[config.mk]
export PLATFORM = sky130hd
export DESIGN_NAME = mul_out_ser
export DESIGN_NICKNAME = d
export VERILOG_FILES = /design/src/rtl/mul_out_ser.sv
export SDC_FILE = /design/constraint.sdc
export NUM_CORES = 1
export LEC_CHECK = 0
export ABC_AREA = 1
export ABC_CLOCK_PERIOD_IN_PS = 5400
export CAP_MARGIN = 40
export CORE_MARGIN = 1
export CORE_UTILIZATION = 40
export CTS_CLUSTER_SIZE = 8
export DETAILED_ROUTE_END_ITERATION = 8
export SLEW_MARGIN = 10
export SYNTH_ARGS = -nofsm -noshare
export SYNTH_HDL_FRONTEND = slang
export SYNTH_SLANG_ARGS = --single-unit
export TNS_END_PERCENT = 50
[constraint.sdc]
create_clock -name clk -period 5.4 [get_ports clk]
set_input_delay 1.62 -clock clk [delete_from_list [all_inputs] [get_ports clk]]
set_output_delay 1.62 -clock clk [all_outputs]
set_load 0.05 [all_outputs]
[src/rtl/mul_out_ser.sv]
// mul_out_ser: buffers 96-bit multiplier products in a FIFO and serializes each as 12 bytes.
// Byte order is MSB-first by default; define MUL_OUT_SER_LSB_FIRST_EN for LSB-first.
module mul_out_ser #(
  parameter int DEPTH = 4
) (
  input  logic                   clk,
  input  logic                   rst_n,
  input  logic                   in_valid,
  input  logic [95:0]            in_data,
  input  logic                   out_ready,
  output logic                   out_valid,
  output logic [7:0]             out_data,
  output logic                   out_last,
  output logic [$clog2(DEPTH):0] level,
  output logic                   ovf
);
  // state   | meaning
  // ST_IDLE | shifter empty, waiting for a word in the FIFO
  // ST_SEND | shifter holds a word, presenting byte r_byte_cnt
  localparam int          AW           = $clog2(DEPTH);
  localparam logic [AW:0] LP_FULL      = (AW+1)'(DEPTH);
  localparam logic [3:0]  LP_LAST_BYTE = 4'd11;

  typedef enum logic {ST_IDLE = 1'b0, ST_SEND = 1'b1} state_t;

  state_t        r_state;
  state_t        w_state_nxt;
  logic [95:0]   r_mem [DEPTH];
  logic [AW-1:0] r_wr_ptr;
  logic [AW-1:0] r_rd_ptr;
  logic [AW:0]   r_level;
  logic [95:0]   r_shift;
  logic [3:0]    r_byte_cnt;
  logic          r_ovf;
  logic          w_xfer;
  logic          w_last_xfer;
  logic          w_pop;
  logic          w_push;
  logic          w_fifo_empty;
  logic [7:0]    w_head_byte;

  assign w_fifo_empty = (r_level == '0);
  assign w_xfer       = (r_state == ST_SEND) && out_ready;
  assign w_last_xfer  = w_xfer && (r_byte_cnt == LP_LAST_BYTE);

  always_comb begin
    w_state_nxt = r_state;
    w_pop       = 1'b0;
    case (r_state)
      ST_IDLE: begin
        if (!w_fifo_empty) begin
          w_pop       = 1'b1;
          w_state_nxt = ST_SEND;
        end
      end
      ST_SEND: begin
        if (w_last_xfer) begin
          if (!w_fifo_empty) w_pop = 1'b1;
          else               w_state_nxt = ST_IDLE;
        end
      end
      default: w_state_nxt = ST_IDLE;
    endcase
  end

  // A full FIFO still takes a word when its head leaves on the same edge.
  assign w_push = in_valid && ((r_level != LP_FULL) || w_pop);

  always_ff @(posedge clk or negedge rst_n) begin
    if (!rst_n) r_state <= ST_IDLE;
    else        r_state <= w_state_nxt;
  end

  always_ff @(posedge clk or negedge rst_n) begin
    if (!rst_n) begin
      r_wr_ptr <= '0;
      r_rd_ptr <= '0;
      r_level  <= '0;
      r_ovf    <= 1'b0;
    end else begin
      if (w_push) r_wr_ptr <= r_wr_ptr + AW'(1);
      if (w_pop)  r_rd_ptr <= r_rd_ptr + AW'(1);
      case ({w_push, w_pop})
        2'b10:   r_level <= r_level + (AW+1)'(1);
        2'b01:   r_level <= r_level - (AW+1)'(1);
        default: r_level <= r_level;
      endcase
      if (in_valid && !w_push) r_ovf <= 1'b1;
    end
  end

  always_ff @(posedge clk) begin
    if (w_push) r_mem[r_wr_ptr] <= in_data;
  end

  always_ff @(posedge clk or negedge rst_n) begin
    if (!rst_n) begin
      r_shift    <= '0;
      r_byte_cnt <= '0;
    end else if (w_pop) begin
      r_shift    <= r_mem[r_rd_ptr];
      r_byte_cnt <= '0;
    end else if (w_xfer) begin
`ifdef MUL_OUT_SER_LSB_FIRST_EN
      r_shift    <= {8'h00, r_shift[95:8]};
`else
      r_shift    <= {r_shift[87:0], 8'h00};
`endif
      r_byte_cnt <= w_last_xfer ? 4'd0 : r_byte_cnt + 4'd1;
    end
  end

`ifdef MUL_OUT_SER_LSB_FIRST_EN
  assign w_head_byte = r_shift[7:0];
`else
  assign w_head_byte = r_shift[95:88];
`endif

  assign out_valid = (r_state == ST_SEND);
  assign out_data  = (r_state == ST_SEND) ? w_head_byte : 8'h00;
  assign out_last  = (r_state == ST_SEND) && (r_byte_cnt == LP_LAST_BYTE);
  assign level     = r_level;
  assign ovf       = r_ovf;

endmodule

==> run_results.csv <==
group,metric,value,unit
die,fp.dieW,224.0,um
timing,final.setup.tns,0,ns
synthesis,yosysWarnings,0,
synthesis,syn_inst,1624,
layout,diodes,0,
timing,finalCritPeriodShare,0.7249,
drt,vias,12510,
worst_hold_path,hp-start,"ovf",
layout,drive_gt1_frac,0.07171,
grt,grt.total_usage,0.1835,
synthesis,synth_top_area_frac,0.5848,
synthesis,synth_area_leaders,"edfxtp_1 (58%), dfrtp_1 (14%), nor2_1 (5.3%), o21ai_0 (5.0%), o211ai_1 (3.0%)",
grt,grt_max_degree,195,
timing,hold_violations,0,
synthesis,synth.avg_cell_area,12.14,sq um
run,drv_cap,0,
die,core,0.04815,sq mm
grt,grt.overflow.total,0,
worst_setup_path,crit_slowest_cell,"clkdlybuf4s50_1",
die,rows,80,
timing,setup_viol,0,
synthesis,synth-seq-area-share,0.7231,
timing,fmax,0.2555,GHz
drt,via_per_inst,5.125,
cts,cts_made_buffers,71,
layout,syn_to_final_growth,19.58,%
worst_setup_path,cp.required,3.78,ns
die,initial_utilization,0.4095,
pwr,powerDensity,522.4,mW/mm^2
placed_design,dpl_worst_slack,1.402,ns
drt,ant_nets,0,
timing,period_needed,3.915,ns
timing,maxSlewHeadroom,0.3893,
drt,drtIter0Drc,1040,
drt,first_pass_iters,5,
worst_setup_path,path_class,"flip-flop to output pin",
worst_setup_path,critical_path_buf_inv_count,1,
synthesis,syn_nets,1730,
layout,fillers,4178,
cts,cts_tree,"yes",
worst_setup_path,start_kind,"flip-flop",
synthesis,synth_cell_types,32,
synthesis,yosys.area.top_type,"edfxtp_1",
cts,insertion_delay,0.59,ns
placed_design,place_congestion,0.7357,
worst_hold_path,hold_class,"flip-flop to flip-flop",
cts,cts_root_buffer,"clkbuf_16",
drt,drt_wl_total,45.01,mm
placed_design,post-dp-hpwl,24.83,mm
synthesis,syn_area,0.01972,sq mm
cts,holdBufCountCts,0,
timing,rsz0062_at_grt,"no",
die,ios,114,
worst_setup_path,end_kind,"output pin",
run_status,status,"completed",
pwr,vdd_drop_max,0.0003887,V
worst_setup_path,path_delay_family,"buffers and inverters",
grt,grt_pass1_wl,70.93,mm
layout,layout.nets,1836,
worst_setup_path,timing.critical_path.from,"r_byte_cnt[0]",
cts,ctsResizeCount,0,
timing,finalMaxSlewViolations,0,
worst_setup_path,path_max_fanout,4,
grt,grt_pass1_vias,12580,
worst_setup_path,cp.arrival,2.29,ns
cts,htreeDepth,3,
timing,worst_pin_slew,0.9161,ns
die,die_area,0.05019,sq mm
pwr,leakage,8.625,nW
cts,cts_buffer_depth,3,
timing,setup_slack,1.485,ns
cts,post-cts-setup-buffers,0,
cts,clkSinkCount,493,
worst_setup_path,crit_path_max_incr_delay,0.82,ns
cts,clkTransAtPathRegs,0.05,ns
timing,fin_skew,0.02327,ns
drt,wire_per_inst,18.44,um
synthesis,ys_seq_elements,493,
die,die_h,224.0,um
worst_setup_path,r2r_start,"r_byte_cnt[0]",
placed_design,io_buffer_count,113,
drt,drcViolationCount,0,
worst_setup_path,worstPathCellList,"ha_1 > nand3_2 > nor2_1 > clkdlybuf4s50_1",
grt,antenna_found_initial,1,
[stage by stage]
step | total power, W | area [sq um] | std cells | hold slack [ns] | util
6_report | 0.01232 | 23580 | 2441 | 0.4894 | 0.4897
5_1_grt | 0.01299 | 23580 | 2441 | 0.5265 | 0.4897
4_1_cts | 0.01245 | 23580 | 2441 | 0.4937 | 0.4897
3_5_place_dp | 0.008302 | 21480 | 2313 | 0.4808 | 0.4461
3_3_place_gp | 0.008187 | 21390 | 2310 | 0.4686 | 0.4444
2_1_floorplan | 0.007405 | 19720 | 1624 | 0.4494 | -
[flip-flops by register name, summed over array words and instances (netlist names)]
signal	cells
ovf	1
r_rd_ptr	2
r_shift	96
r_byte_cnt	4
level	3
r_wr_ptr	2
r_mem	384
out_valid	1
[layout by cell type (no fill, tap or decap), drive strengths merged, types with 2 or more instances in the layout]
cell / count
o21ai: 283
buf: 24
nand2: 135
o211ai: 80
clkbuf: 125
o221ai: 8
ha: 5
nand4: 3
edfxtp: 384
inv: 118
nor2: 281
a21oi: 2
o22ai: 9
nand3: 97
xor2: 5
dfrtp: 109
clkdlybuf4s50: 112
[cell type report]
cell class | count | area [sq um] | share of cell area
clock buffer | 125 | 2074 | 0.08799
clock inverter | 3 | 26.28 | 0.001114
inverter | 115 | 439.2 | 0.01863
multi-input combinational | 913 | 4481 | 0.1900
sequential | 493 | 14260 | 0.6049
tap | 656 | 820.8 | 0.03481
timing repair buffer | 136 | 1474 | 0.06251
[per-layer routing]
layer	vias up	share of wire	track usage
met1	6163	0.46	0.2511
met2	349	0.47	0.2945
li1	5937	-	-
met3	59	0.052	0.03043
met5	-	0.00038	0
met4	2	0.019	0.06827
[where the power goes]
part           switching [W]  total (W)  internal (W)
sequential          0.000229    0.00525       0.00502
combinational        0.00208    0.00295      0.000873
clock                0.00154    0.00412       0.00258
[final timing paths]
check | cells past startpoint | slack [ns] | to
worst min register to register | 2 | 0.49 | ovf
worst max register to register | 12 | 2.90 | level[2]
worst min-delay path | 2 | 0.49 | ovf
worst max-delay path | 4 | 1.49 | out_last
min in group asynchronous | 1 | 0.92 | r_shift[93]
max in group asynchronous | 3 | 3.40 | r_shift[71]
[kinds of logic after synthesis]
logic type      share of synthesized area
fa+ha+maj                        0.004188
xor+xnor                         0.002665
compound gates                     0.1117
buf+inv                           0.05115
simple gates                       0.1072
flops                              0.7231
[Yosys cell counts]
master and count:
edfxtp_1 384, nor2_1 280, o21ai_0 197, nand2_1 129
dfrtp_1 109, inv_1 107, nand3_1 95, o21ai_1 85
o211ai_1 80, buf_2 60, clkbuf_1 24, buf_6 12
o22ai_1 9, o221ai_1 8, inv_2 7, buf_4 6
ha_1 5, xor2_1 5, nand2_2 3, nand2_4 3
nand4_1 3, a21oi_1 2, nand3_2 2, a21boi_4 1
buf_1 1, fa_1 1, inv_4 1, nor2_4 1
o21ai_2 1, o21bai_4 1, o31ai_1 1, xnor2_1 1
[worst min-delay path: stages, from the launching register on]
cell and delay, ns:
dfrtp_1 0.34, inv_1 0.05, o31ai_1 0.06
(Power assumes the default switching activity.)
